`src/rtl/keypad_scanner.sv`:
```
// 4x4 matrix keypad scanner: drives one row low at a time, rejects multi-key
// (ghosted) scans, debounces whole-scan results and presents a held key code.
module keypad_scanner #(
    parameter int SETTLE_CYCLES  = 2700,
    parameter int DEBOUNCE_SCANS = 50
) (
    input  logic       clk,
    input  logic       rst,
    input  logic [3:0] cols,
    output logic [3:0] rows,
    output logic [4:0] key,
    output logic       keypad_pressed,
    output logic       press_strobe
);
    localparam int DW = (SETTLE_CYCLES > 1) ? $clog2(SETTLE_CYCLES) : 1;
    localparam int SW = $clog2(DEBOUNCE_SCANS + 1);
    localparam logic [DW-1:0] DWELL_LAST = DW'(SETTLE_CYCLES - 1);
    localparam logic [SW-1:0] STABLE_MAX = SW'(DEBOUNCE_SCANS);
    localparam logic [4:0]    NO_KEY     = 5'd31;

    typedef enum logic [1:0] {
        ROW0 = 2'd0,
        ROW1 = 2'd1,
        ROW2 = 2'd2,
        ROW3 = 2'd3
    } scan_state_t;

    function automatic logic [4:0] key_code(input logic [1:0] r, input logic [1:0] c);
        logic [4:0] code;
        case ({r, c})
            4'd0:    code = 5'd1;
            4'd1:    code = 5'd2;
            4'd2:    code = 5'd3;
            4'd3:    code = 5'd10;
            4'd4:    code = 5'd4;
            4'd5:    code = 5'd5;
            4'd6:    code = 5'd6;
            4'd7:    code = 5'd11;
            4'd8:    code = 5'd7;
            4'd9:    code = 5'd8;
            4'd10:   code = 5'd9;
            4'd11:   code = 5'd12;
            4'd12:   code = 5'd14;
            4'd13:   code = 5'd0;
            4'd14:   code = 5'd15;
            4'd15:   code = 5'd13;
            default: code = NO_KEY;
        endcase
        return code;
    endfunction

    function automatic logic [2:0] low_count(input logic [3:0] low);
        return {2'b00, low[0]} + {2'b00, low[1]} + {2'b00, low[2]} + {2'b00, low[3]};
    endfunction

    function automatic logic [1:0] first_low_col(input logic [3:0] low);
        logic [1:0] c;
        if (low[0]) begin
            c = 2'd0;
        end else if (low[1]) begin
            c = 2'd1;
        end else if (low[2]) begin
            c = 2'd2;
        end else begin
            c = 2'd3;
        end
        return c;
    endfunction

    function automatic logic [3:0] row_drive(input scan_state_t s);
        logic [3:0] r;
        case (s)
            ROW0:    r = 4'b1110;
            ROW1:    r = 4'b1101;
            ROW2:    r = 4'b1011;
            ROW3:    r = 4'b0111;
            default: r = 4'b1110;
        endcase
        return r;
    endfunction

    logic [3:0]    cols_meta_r;
    logic [3:0]    cols_sync_r;
    scan_state_t   state_r;
    scan_state_t   state_s;
    logic [DW-1:0] dwell_r;
    logic [DW-1:0] dwell_s;
    logic [3:0]    rows_r;
    logic          sample_s;
    logic [3:0]    low_s;
    logic [1:0]    hit_r;
    logic [1:0]    hit_s;
    logic [1:0]    base_hit_s;
    logic [2:0]    hit_sum_s;
    logic [4:0]    code_r;
    logic [4:0]    code_s;
    logic [4:0]    base_code_s;
    logic          scan_end_s;
    logic [4:0]    scan_result_s;
    logic [4:0]    cand_r;
    logic [4:0]    cand_s;
    logic [SW-1:0] stable_r;
    logic [SW-1:0] stable_s;
    logic          commit_s;
    logic [4:0]    key_r;
    logic [4:0]    key_s;
    logic          pressed_r;
    logic          pressed_s;
    logic          strobe_r;
    logic          strobe_s;

    // Two-stage synchroniser for the asynchronous column inputs.
    always_ff @(posedge clk or posedge rst) begin
        if (rst) begin
            cols_meta_r <= 4'b1111;
            cols_sync_r <= 4'b1111;
        end else begin
            cols_meta_r <= cols;
            cols_sync_r <= cols_meta_r;
        end
    end

    // Row dwell timing and next-row selection.
    always_comb begin
        sample_s = (dwell_r == DWELL_LAST);
        state_s  = state_r;
        dwell_s  = dwell_r;
        if (sample_s) begin
            dwell_s = '0;
            case (state_r)
                ROW0:    state_s = ROW1;
                ROW1:    state_s = ROW2;
                ROW2:    state_s = ROW3;
                ROW3:    state_s = ROW0;
                default: state_s = ROW0;
            endcase
        end else begin
            dwell_s = dwell_r + DW'(1);
        end
    end

    // Accumulate hits across the rows of one scan; ROW0 starts from empty.
    always_comb begin
        low_s       = ~cols_sync_r;
        base_hit_s  = hit_r;
        base_code_s = code_r;
        if (state_r == ROW0) begin
            base_hit_s  = 2'd0;
            base_code_s = NO_KEY;
        end else begin
            base_hit_s  = hit_r;
            base_code_s = code_r;
        end
        hit_sum_s = {1'b0, base_hit_s} + low_count(low_s);
        if (hit_sum_s >= 3'd2) begin
            hit_s = 2'd2;
        end else begin
            hit_s = hit_sum_s[1:0];
        end
        if ((base_hit_s == 2'd0) && (low_s != 4'b0000)) begin
            code_s = key_code(state_r, first_low_col(low_s));
        end else begin
            code_s = base_code_s;
        end
        scan_end_s    = sample_s && (state_r == ROW3);
        scan_result_s = (hit_s == 2'd1) ? code_s : NO_KEY;
    end

    // Debounce the per-scan result and decide commits; a key-to-key change
    // always passes through "none" first.
    always_comb begin
        cand_s    = cand_r;
        stable_s  = stable_r;
        key_s     = key_r;
        pressed_s = pressed_r;
        strobe_s  = 1'b0;
        if (scan_end_s) begin
            if (scan_result_s == cand_r) begin
                cand_s   = cand_r;
                stable_s = (stable_r == STABLE_MAX) ? STABLE_MAX : stable_r + SW'(1);
            end else begin
                cand_s   = scan_result_s;
                stable_s = SW'(1);
            end
        end else begin
            cand_s   = cand_r;
            stable_s = stable_r;
        end
        commit_s = scan_end_s && (stable_s == STABLE_MAX) && (cand_s != key_r);
        if (commit_s) begin
            if (key_r == NO_KEY) begin
                key_s     = cand_s;
                pressed_s = 1'b1;
                strobe_s  = 1'b1;
            end else begin
                key_s     = NO_KEY;
                pressed_s = 1'b0;
            end
        end else begin
            key_s     = key_r;
            pressed_s = pressed_r;
        end
    end

    // Scan state, row drive and accumulator registers.
    always_ff @(posedge clk or posedge rst) begin
        if (rst) begin
            state_r <= ROW0;
            dwell_r <= '0;
            rows_r  <= 4'b1110;
            hit_r   <= 2'd0;
            code_r  <= NO_KEY;
        end else begin
            state_r <= state_s;
            dwell_r <= dwell_s;
            rows_r  <= row_drive(state_s);
            if (sample_s) begin
                hit_r  <= hit_s;
                code_r <= code_s;
            end
        end
    end

    // Debounce state and registered outputs.
    always_ff @(posedge clk or posedge rst) begin
        if (rst) begin
            cand_r    <= NO_KEY;
            stable_r  <= '0;
            key_r     <= NO_KEY;
            pressed_r <= 1'b0;
            strobe_r  <= 1'b0;
        end else begin
            cand_r    <= cand_s;
            stable_r  <= stable_s;
            key_r     <= key_s;
            pressed_r <= pressed_s;
            strobe_r  <= strobe_s;
        end
    end

    assign rows           = rows_r;
    assign key            = key_r;
    assign keypad_pressed = pressed_r;
    assign press_strobe   = strobe_r;

endmodule

```
`config.mk`:
```
export PLATFORM = sky130hd
export DESIGN_NAME = keypad_scanner
export DESIGN_NICKNAME = d
export VERILOG_FILES = /design/src/rtl/keypad_scanner.sv
export SDC_FILE = /design/constraint.sdc
export NUM_CORES = 1
export LEC_CHECK = 0
export CAP_MARGIN = 20
export CORE_MARGIN = 2
export CORE_UTILIZATION = 59
export CTS_CLUSTER_SIZE = 14
export DETAILED_ROUTE_END_ITERATION = 7
export GPL_ROUTABILITY_DRIVEN = 1
export PLACE_DENSITY = 0.78
export SYNTH_ARGS = -nofsm -noshare
export SYNTH_HDL_FRONTEND = slang
export SYNTH_SLANG_ARGS = --single-unit
```
`constraint.sdc`:
```
create_clock -name clk -period 5.8 [get_ports clk]
set_input_delay 1.16 -clock clk [delete_from_list [all_inputs] [get_ports clk]]
set_output_delay 1.16 -clock clk [all_outputs]
set_load 0.02 [all_outputs]
```
==> impl_results.md, run 1 <==
* Post-synth EDFFs at 0
* DP HPWL at 4.003 mm
* Fillers at 385
* Initial Util at 0.6175
* # port buffers at 16
* Wire per inst at between 15 and 20 µm
* Ys Warns at 0
* Finished Layout Cells at 378
* Startpoint Class: flop
* Synth-to-layout area growth at 9.695%
* Max Cap Viol at 0
* Post-synthesis sequential area ratio at 0.4428
* Logic pwr share at 0.095
* Share of cells above drive strength 1 at 0.1897
* Cells after Synth at 295
* Die X at 74.78 µm
* PwrDens at between 150 and 200 nW/µm²
* Detailed-route via count at ~2300
* GPL Wtd Cong at 0.9001
* Clk_skew at 0.004915 ns
* Post-synth ARST share at 1.000
* DR WL met3 at between 200 and 300 µm
* Setup Fix Bufs, Post-CTS at 0
* Peak fanout along the critical path at 12
* CTS tree: yes
* Most common cell after layout, fill and taps aside: nor2_1
* Synth cell types at 60
* Drt first pass iters at 4
* Internal Power at about 0.00047 W
* Deepest clock path buffer count at 2
* Root Driver: clkbuf_8
* Clock network fraction of total power at 0.334
* Clock sinks at 51
* Max-slew violation count at 0
* Worst Tran Pin Value at 0.7715 ns
* Site Rows at 25
* Worst Path Required at 6.00 ns
* Net Sw Frac at 0.2589
* Via/cell ratio at 5.952
* Hold depth at 0
* Ys flop type: dfstp_2
* Setup Total Neg Slack at 0 ns
* Tot GR Track Use at 0.2307
* Final Util at 0.6774
* Chip height at 74.78 µm
* Placeable Area at 4786 µm²
* Initial antenna violation count at 0
* Rel. slew slack at 0.4857
* Post-route met1 wirelength at 2.661 mm
* IO Pins at 17
* Inserted Clock Buffers at 5
* DRT iter0 DRCs at 202
* Minimum clock period at 4.922 ns
* Mean Syn Cell Area at 10.02 µm²
* Die Area at 5591 µm²
* First-pass GRT wire length at 9.887 mm
* HP Class: flop to flop
* Critical path class: flop to flop
* Sw Pwr at 0.0001649 W
* Synthesized area at 2955 µm²
* RSZ-0062 raised after global routing: false
* Final Power at between 0.0006 and 0.0007 W
* Hold slack at 0.3603 ns
* Syn Nets at about 320
* CP Capture Type: flop
* F_max at 203.2 MHz
* Total gr overflow at 0
* Setup Viol. Count Final at 0
* Reg power frac at 0.571
* CTS Hold Bufs at 0
* Antenna cells at 0
* Clk Latency, worst-skew pair at 0.31 ns
* Met2 wire length at 2.726 mm
* Leak at 1.341 nW
* # DRC at 0
* Commonest non-fill, non-tap cells in the layout: nor2_1, dfstp_2, dfrtp_1, inv_1, nand2_1
* Post-CTS resize count at 0
* Final period utilization at 0.8487
* Final Hold Viols at 0
* NumNets Final at 330
* Number of global-route vias before repair at 2083
* H-tree Lvls at 2
* Routed wire length at ~5.7 mm
* DR top layer: met4
* Status: finished, final reports clean
* Largest net degree at the start of global routing at 52
* CP arrival at slightly above 5 ns
* Seq cells post-synth at 51
* DRT antenna net count at 0
* Placed instance count at approximately 370
* VDD IR max at roughly 0.00014 V
* R2R cell count at 15
* CTS clk-pin slew, worst paths at 0.10 ns
-- path summary, 6_finish.rpt --
| check | startpoint | end | slack, ns |
|---|---|---|---|
| setup / recovery | cols_sync_r[0] | keypad_pressed | 0.88 |
| hold / removal | cols_meta_r[2] | cols_sync_r[2] | 0.36 |
| setup reg to reg | cols_sync_r[0] | keypad_pressed | 0.88 |
| min in group asynchronous | rst | stable_r[0] | 1.04 |
| max in group asynchronous | rst | key[2] | 4.24 |
| hold reg to reg | cols_meta_r[2] | cols_sync_r[2] | 0.36 |
-- metrics by stage --
stage               worst slack [ns]  instance area, µm²
floorplan                      1.281                2955
global placement               1.097                3133
detailed placement            0.9314                3133
CTS                           0.8819                3222
global route                  0.5540                3242
finish                        0.8775                3242
-- synth_stat cells (4+ instances only) --
cell | n | area share
clkbuf_1 | 4 | 0.0051
nand2b_1 | 6 | 0.013
a31oi_1 | 7 | 0.015
o21ai_0 | 16 | 0.027
xor2_1 | 4 | 0.012
a21oi_1 | 13 | 0.022
xnor2_1 | 12 | 0.036
ha_1 | 11 | 0.047
mux2_2 | 7 | 0.027
nand2_1 | 17 | 0.022
nor3b_1 | 7 | 0.018
nor3_1 | 6 | 0.010
dfstp_2 | 26 | 0.23
dfrtp_1 | 25 | 0.21
nand3_1 | 14 | 0.024
and3_1 | 7 | 0.015
nor2_1 | 29 | 0.037
inv_1 | 18 | 0.023
nand4_1 | 4 | 0.0085
-- flip-flops by register name, indices dropped and copies added, names as in the netlist --
signal          count
dwell_r            12
stable_r            6
cand_r              5
code_r              5
key                 5
cols_meta_r         4
cols_sync_r         4
rows                4
hit_r               2
state_r             2
keypad_pressed      1
press_strobe        1
-- power groups by stage --
stage / Sequential [W] / Clock (W) / Combinational, W
3_5_place_dp: 0.000370 / 0 / 0.0000589
2_1_floorplan: 0.000369 / 0 / 0.0000459
3_3_place_gp: 0.000370 / 0 / 0.0000570
5_1_grt: 0.000364 / 0.000230 / 0.0000679
6_report: 0.000364 / 0.000213 / 0.0000604
4_1_cts: 0.000364 / 0.000215 / 0.0000593
-- area by class of cell --
type	instances	area (µm²)	share of cell area
flip-flops and latches	51	1309	0.4037
repair buffers	18	187.7	0.05789
clock inverters	2	16.27	0.005017
well taps	67	83.83	0.02586
inverters	18	67.56	0.02084
multi-input cells	216	1505	0.4643
clock buffers	6	72.57	0.02239
-- kinds of logic after synthesis --
family	synth area share
buffers and inverters	0.04784
flip-flops	0.4428
AO/OA/AOI/OAI	0.1575
AND/OR/NAND/NOR	0.2041
adder cells (fa/ha/maj)	0.06689
XOR/XNOR	0.04742
multiplexers	0.03345
-- layer usage --
layer | track usage | vias up
met5 | 0 | -
met4 | 0.04762 | 0
met3 | 0.04819 | 7
met2 | 0.3569 | 45
met1 | 0.3404 | 1117
li1 | - | 1081
-- critical path, stage by stage (launching register included) --
cell      delay, ns
dfstp_2        0.60
inv_1          0.07
fa_1           0.53
inv_1          0.06
fa_1           0.38
inv_1          0.07
fa_1           0.44
or3_4          0.47
nor4_1         0.25
a31oi_1        0.13
xnor2_1        0.20
o211a_1        0.22
a211oi_1       0.35
a211oi_1       0.13
o41ai_4        0.50
mux2_2         0.40
Power figures use the tool's default switching activity.
==> run 2, diff against run 1 <==
Settings changed: CORE_UTILIZATION 59 to 54, PLACE_DENSITY 0.78 to 0.75.
Clock period 5.8 ns to 4.4 ns, I/O delays scaled along.
==> run 2 against run 1 <==
Net effect: the flow now finishes with violations (negative setup slack); cell count grew 6.3%; hold slack gained 0.0019 ns; critical path type unchanged; sequential power grew 32%; critical endpoint unchanged.
==> impl_results.md, run 2 (synthesized netlist as in run 1, its figures left out) <==
* Peak fanout along the critical path at 8 (-4)
* Slowest stage delay, CP at 0.55 ns (-0.05 ns)
* HP Class: flop to flop
* Multi-input combinational cell area at 1609 µm² (+6.9%)
* Reg power frac at 0.544 (-0.027)
* First-pass GRT wire length at 10.16 mm (+2.8%)
* Max Cap Viol at 0 (unchanged)
* Site Rows at 26 (+4.0%)
* IO Pins at 17 (unchanged)
* Antenna cells at 0 (unchanged)
* Net Sw Frac at 0.2697 (+0.01079)
* Number of global-route vias before repair at 2145 (+3.0%)
* Hold slack at 0.3622 ns (+0.001882 ns)
* Deepest clock path buffer count at 2 (unchanged)
* Busiest layer in global routing: met2
* Worst Tran Pin Value at 0.5436 ns (-0.2279 ns)
* Wire per inst at 15.31 µm (+1.1%)
* Die X at 77.98 µm (+4.3%)
* Sw Pwr at 0.0002374 W (+44%)
* Inserted Clock Buffers at 5 (unchanged)
* Placeable Area at 5205 µm² (+8.8%)
* Total gr overflow at 0 (unchanged)
* Setup Viol. Count Final at 1 (+1)
* Rel. slew slack at 0.6338 (+0.1481)
* DRT iter0 DRCs at 164 (-19%)
* Synth-to-layout area growth at 19.05%
* Share of cells above drive strength 1 at 0.3012 (+0.1115)
* Max-slew violation count at 0 (unchanged)
* # port buffers at 16 (unchanged)
* Clock network fraction of total power at 0.336 (+0.002)
* # DRC at 0 (unchanged)
* H-tree Lvls at 2 (unchanged)
* Startpoint Class: flop
* GPL Wtd Cong at 0.8847 (-1.7%)
* Most common cell after layout, fill and taps aside: nor2_1
* Critical path class: flop to flop
* F_max at 225.9 MHz (+11%)
* Commonest non-fill, non-tap cells in the layout: nor2_1, dfstp_2, dfrtp_1, buf_4
* Logic pwr share at 0.120 (+0.025)
* Detailed-route via count at 2291 (+1.8%)
* Reg with most FFs: dwell_r
* Die Area at 6081 µm² (+8.8%)
* Root Driver: clkbuf_8
* Clock sinks at 51 (unchanged)
* Minimum clock period at 4.426 ns (-0.4960 ns)
* Finished Layout Cells at 402 (+6.3%)
* Clk_skew at 0.009426 ns (+0.004511 ns)
* Initial Util at 0.5678 (-0.04973)
* Status: finished with violations
* DP HPWL at 4.180 mm (+4.4%)
* PwrDens at 250.2 nW/µm² (+27%)
* DRT antenna net count at 0 (unchanged)
* Largest net degree at the start of global routing at 52 (unchanged)
* Placed instance count at 390 (+5.7%)
* Sequence of cells on the critical path: inv_2 > fa_1 > inv_1 > fa_2 > inv_2 > fa_1 > or3_4 > nor4_4 > a31oi_2 > xnor2_1 > o211a_1 > a211oi_2 > a211oi_2 > o41ai_4 > buf_4 > mux2_4
* Final WS setup at -0.02650 ns (-0.9040 ns)
* CTS Hold Bufs at 0 (unchanged)
* Final Hold Viols at 0 (unchanged)
* Internal Power at 0.0006429 W (+36%)
* Chip height at 77.98 µm (+4.3%)
* NumNets Final at 351 (+6.4%)
* Routed wire length at 6.153 mm (+7.5%)
* Initial antenna violation count at 0 (unchanged)
* CP arrival at 4.64 ns (-0.48 ns)
* Met3 global-route usage at 0.03837 (-0.009821)
* Failing checks: negative setup slack
* Clk Latency, worst-skew pair at 0.32 ns (about the same)
* Leak at 1.481 nW (+10%)
* Via/cell ratio at 5.699 (-4.3%)
* CTS tree: yes
* Max reg flops at 12 (unchanged)
* VDD IR max at 0.0001779 V (+27%)
* Register area at 1309 µm² (unchanged)
* Final period utilization at 1.006 (+0.1573)
* Tot GR Track Use at 0.2100 (-0.02071)
* Met2 global-route usage at 0.3216 (-0.03538)
* CTS clk-pin slew, worst paths at 0.11 ns (about the same)
* Slowest CP cell: dfstp_2
* Top Registers: dwell_r x12, stable_r x6
* Fillers at 418 (+8.6%)
* GR Layer Usage met1 at 0.3068 (-0.03353)
* Worst Path Required at 4.61 ns (-1.39 ns)
* Drt first pass iters at 4 (unchanged)
* RSZ-0062 raised after global routing: true
* CP Capture Type: flop
-- run 2: per-stage QoR --
stage,setup TNS [ns],util,worst slack [ns],total power [W],area (µm²)
2_1_floorplan,-0.1690,-,-0.08412,0.0005478,2974
6_report,-0.02650,0.6760,-0.02650,0.0008803,3518
5_1_grt,-0.7576,0.6760,-0.1966,0.0009187,3518
3_3_place_gp,0,0.6322,0.001847,0.0005736,3291
4_1_cts,0,0.6594,0.004680,0.0008751,3432
3_5_place_dp,-0.1247,0.6322,-0.06564,0.0005760,3291
-- run 2: critical path, delay by kind of cell (launching register included) --
kind | cells | cell delay (ns)
compound gates | 5 | 0.97
fa+ha+maj | 3 | 1.27
flops | 1 | 0.55
simple gates | 2 | 0.69
buf+inv | 4 | 0.35
xor+xnor | 1 | 0.18
mux | 1 | 0.30
-- run 2: final timing paths --
kind                                      from        endpoint  slack [ns]  cells past startpoint
max in group asynchronous                  rst          key[0]        2.91                      3
worst min register to register  cols_meta_r[2]  cols_sync_r[2]        0.36                      0
worst max register to register  cols_sync_r[3]  keypad_pressed       -0.03                     16
worst min-delay path            cols_meta_r[2]  cols_sync_r[2]        0.36                      0
min in group asynchronous                  rst      dwell_r[9]        0.88                      2
worst max-delay path            cols_sync_r[3]  keypad_pressed       -0.03                     16
-- run 2: repair_timing --
item / in CTS / in global routing
buffers inserted: 1 / 2
pin swaps: 2 / 1
setup endpoints to repair: 6 / 9
resized for setup: 7 / 12
-- run 2: final cells by class --
class / instances / area share
clock buffer: 5 / 0.01956
clock inverter: 3 / 0.007824
inverter: 18 / 0.01920
multi-input combinational: 216 / 0.4573
sequential: 51 / 0.3720
tap: 70 / 0.02489
timing repair buffer: 39 / 0.09922
-- run 2: per-layer routing --
metal	wire length (µm)	vias to the layer above	share of wire
met5	0	-	0
met4	65	0	0.011
met3	254	6	0.041
met2	2975	46	0.48
met1	2856	1118	0.46
li1	-	1121	-
-- run 2: power by group through the flow --
stage                     sequential, W  clock, W  combinational (W)
after floorplan                0.000487         0          0.0000611
after global placement         0.000487         0          0.0000871
after detailed placement       0.000487         0          0.0000893
after CTS                      0.000479  0.000302          0.0000948
after global routing           0.000479  0.000322           0.000118
final                          0.000479  0.000296           0.000106
==> run 3, diff against run 2 <==
Settings changed: CORE_UTILIZATION 54 to 57, CTS_BUF_LIST set to sky130_fd_sc_hd__clkbuf_16, DONT_BUFFER_PORTS set to 1, PLACE_DENSITY 0.75 to 0.74.
==> run 3 against run 2 <==
Net effect: first-iteration DRC count fell by 26%; largest power group unchanged; non-clock buffer count fell by 11; the flow still finishes with violations (negative setup slack); fmax fell by 3.3%; register-to-register slack worse by 0.15 ns; highest routed layer unchanged; die area down 5.0%.
==> impl_results.md, run 3 (synthesized netlist as in run 1, its figures left out) <==
* Final Power at 0.0009694 W (+10%)
* RSZ-0062 raised after global routing: true
* Hold path start: cols_meta_r[1]
* DP HPWL at 4.050 mm (-3.1%)
* Detailed-route via count at 2260 (-1.4%)
* Chip height at 76.01 µm (-2.5%)
* Hold slack at 0.3555 ns (-0.006720 ns)
* # port buffers at 0 (-16)
* Wire per inst at 15.68 µm (+2.4%)
* Die X at 76.01 µm (-2.5%)
* PwrDens at 279.0 nW/µm² (+12%)
* CTS clk-pin slew, worst paths at 0.07 ns (-0.04 ns)
* Clock sinks at 51 (unchanged)
* Commonest non-fill, non-tap cells in the layout: nor2_1, dfstp_2, dfrtp_1, buf_4, nand2_1
* Root Driver: clkbuf_16
* Critical R2R Launch: cols_sync_r[3]
* Initial Util at 0.5861 (+0.01832)
* Placeable Area at 5042 µm² (-3.1%)
* Total gr overflow at 0 (unchanged)
* Peak fanout along the critical path at 6 (-2)
* Sequence of cells on the critical path: inv_2 > fa_1 > inv_2 > fa_2 > inv_2 > fa_1 > or3_4 > buf_6 > or3_4 > a32o_2 > o21ai_4 > buf_6 > a211oi_4 > o41ai_4 > buf_4 > mux2_4
* Max reg flops at 12 (unchanged)
* Flop-to-flop setup slack at -0.18 ns (-0.15 ns)
* Synth-to-layout area growth at 17.57%
* Most common cell after layout, fill and taps aside: nor2_1
* GPL Wtd Cong at 0.8465 (-4.3%)
* Critical path class: flop to flop
* Final Hold Viols at 0 (unchanged)
* Startpoint Class: flop
* Crit-path most repeated cell: inv_2
* R2R cell count at 16 (unchanged)
* Largest net degree at the start of global routing at 52 (unchanged)
* Deepest clock path buffer count at 2 (unchanged)
* Top Registers: dwell_r x12, stable_r x6
* Share of cells above drive strength 1 at 0.3271 (+0.02590)
* Final period utilization at 1.040 (+0.03389)
* VDD IR max at 0.0001993 V (+12%)
* Logic pwr share at 0.115 (-0.005)
* Worst Path Required at 4.58 ns (-0.03 ns)
* Hold depth at 0 (unchanged)
* # DRC at 0 (unchanged)
* DRT iter0 DRCs at 121 (-26%)
* CP arrival at 4.75 ns (+0.11 ns)
* Tot GR Track Use at 0.2248 (+0.01484)
* Max-slew violation count at 0 (unchanged)
* First-pass GRT wire length at 10.55 mm (+3.8%)
* Slowest stage delay, CP at 0.55 ns (about the same)
* Failing checks: negative setup slack
* F_max at 218.5 MHz (-3.3%)
* Minimum clock period at 4.576 ns (+0.1491 ns)
* Inserted Clock Buffers at 5 (unchanged)
* DRT antenna net count at 0 (unchanged)
* Number of global-route vias before repair at 2268 (+5.7%)
* Routed wire length at 6.131 mm (-0.36%)
* Sw Pwr at 0.0002305 W (-2.9%)
* Clk Latency, worst-skew pair at 0.29 ns (-0.03 ns)
* Setup Viol. Count Final at 7 (+6)
* Die Area at 5777 µm² (-5.0%)
* IO Pins at 17 (unchanged)
* HP Class: flop to flop
* CP delay by family, top: adder cells
* Site Rows at 26 (unchanged)
* Fillers at 388 (-7.2%)
* Final WS setup at -0.1756 ns (-0.1491 ns)
* Register area at 1309 µm² (unchanged)
* Finished Layout Cells at 391 (-2.7%)
* Initial antenna violation count at 0 (unchanged)
* Rel. slew slack at 0.6524 (+0.01858)
* Internal Power at 0.0007389 W (+15%)
* NumNets Final at 340 (-3.1%)
* Antenna cells at 0 (unchanged)
* CP Capture Type: flop
* Via/cell ratio at 5.780 (+1.4%)
* H-tree Lvls at 2 (unchanged)
* Clock network fraction of total power at 0.392 (+0.056)
* Reg with most FFs: dwell_r
* Placed instance count at 372 (-4.6%)
* Max Cap Viol at 0 (unchanged)
* Status: finished with violations
* Reg2reg end: keypad_pressed
* Worst Tran Pin Value at 0.5160 ns (-0.02758 ns)
* Slowest CP cell: fa_1
* CP bufs+invs at 6 (+2)
* Drt first pass iters at 4 (unchanged)
* Hold path endpoint: cols_sync_r[1]
* Leak at 1.466 nW (-1.0%)
* Net Sw Frac at 0.2378 (-0.03187)
* Clk_skew at 0.004256 ns (-0.005170 ns)
* CTS tree: yes
* Multi-input combinational cell area at 1635 µm² (+1.6%)
* Reg power frac at 0.494 (-0.050)
-- run 3: cell count changes in the layout (fill, tap and decap cells not counted), moves of 2 or more --
cell,change
clkdlybuf4s50_1,-16
clkbuf_16,+5
clkbuf_8,-5
buf_4,+4
a211oi_2,-2
a21oi_1,-2
a21oi_2,+2
nor3b_1,+2
nor3b_2,-2
o21ai_0,-2
o21ai_1,+2
-- run 3: power by group through the flow --
stage,clock (W),combinational [W],sequential (W)
6_report,0.000380,0.000111,0.000479
5_1_grt,0.000406,0.000122,0.000479
4_1_cts,0.000386,0.0000927,0.000479
3_5_place_dp,0,0.0000816,0.000487
3_3_place_gp,0,0.0000801,0.000486
2_1_floorplan,0,0.0000611,0.000487
-- run 3: routing by layer --
layer	share of wire	GRT usage	up-vias
li1	-	-	1111
met5	0	0	-
met4	0.010	0.06727	0
met2	0.50	0.3679	56
met1	0.46	0.3054	1088
met3	0.037	0.04621	5
-- run 3: stage by stage --
step / instance area [µm²] / setup TNS [ns] / setup slack [ns] / util
detailed placement: 3115 / -0.2871 / -0.1001 / 0.6179
floorplan: 2974 / -0.1690 / -0.08412 / -
global route: 3475 / -1.727 / -0.3069 / 0.6891
global placement: 3115 / 0 / 0.005604 / 0.6179
finish: 3475 / -0.8010 / -0.1756 / 0.6891
CTS: 3333 / -0.07999 / -0.05394 / 0.6610
-- run 3: worst max path at each step --
stage | startpoint | endpoint | slack (ns) | depth (start not counted)
floorplan | cols_sync_r[3] | keypad_pressed | -0.08 | 15
global placement | cols_sync_r[3] | keypad_pressed | 0.006 | 15
detailed placement | cols_sync_r[3] | keypad_pressed | -0.10 | 15
CTS | cols_sync_r[3] | keypad_pressed | -0.05 | 15
global route | cols_sync_r[3] | keypad_pressed | -0.31 | 16
finish | cols_sync_r[3] | keypad_pressed | -0.18 | 16
-- run 3: worst register-to-register path, stage by stage, from the launching register on --
cell and delay (ns):
dfstp_2 0.54, inv_2 0.04, fa_1 0.55, inv_2 0.04, fa_2 0.35, inv_2 0.06, fa_1 0.43, or3_4 0.39
buf_6 0.15, or3_4 0.38, a32o_2 0.31, o21ai_4 0.20, buf_6 0.13, a211oi_4 0.06, o41ai_4 0.38, buf_4 0.17
mux2_4 0.29
-- run 3: final cells by class --
| type | count | share of cell area |
|---|---|---|
| inverters | 18 | 0.01945 |
| multi-input cells | 216 | 0.4707 |
| flip-flops and latches | 51 | 0.3767 |
| well taps | 70 | 0.02521 |
| clock buffers | 5 | 0.03601 |
| clock inverters | 3 | 0.005762 |
| repair buffers | 28 | 0.06626 |
-- run 3: timing repair --
action                                  CTS  global route
buffers inserted                          4             7
endpoints found under the setup margin    7            10
gates cloned                              0             0
pin swaps                                 8            11
gates resized for setup                   9            16
hold buffers                              0             0
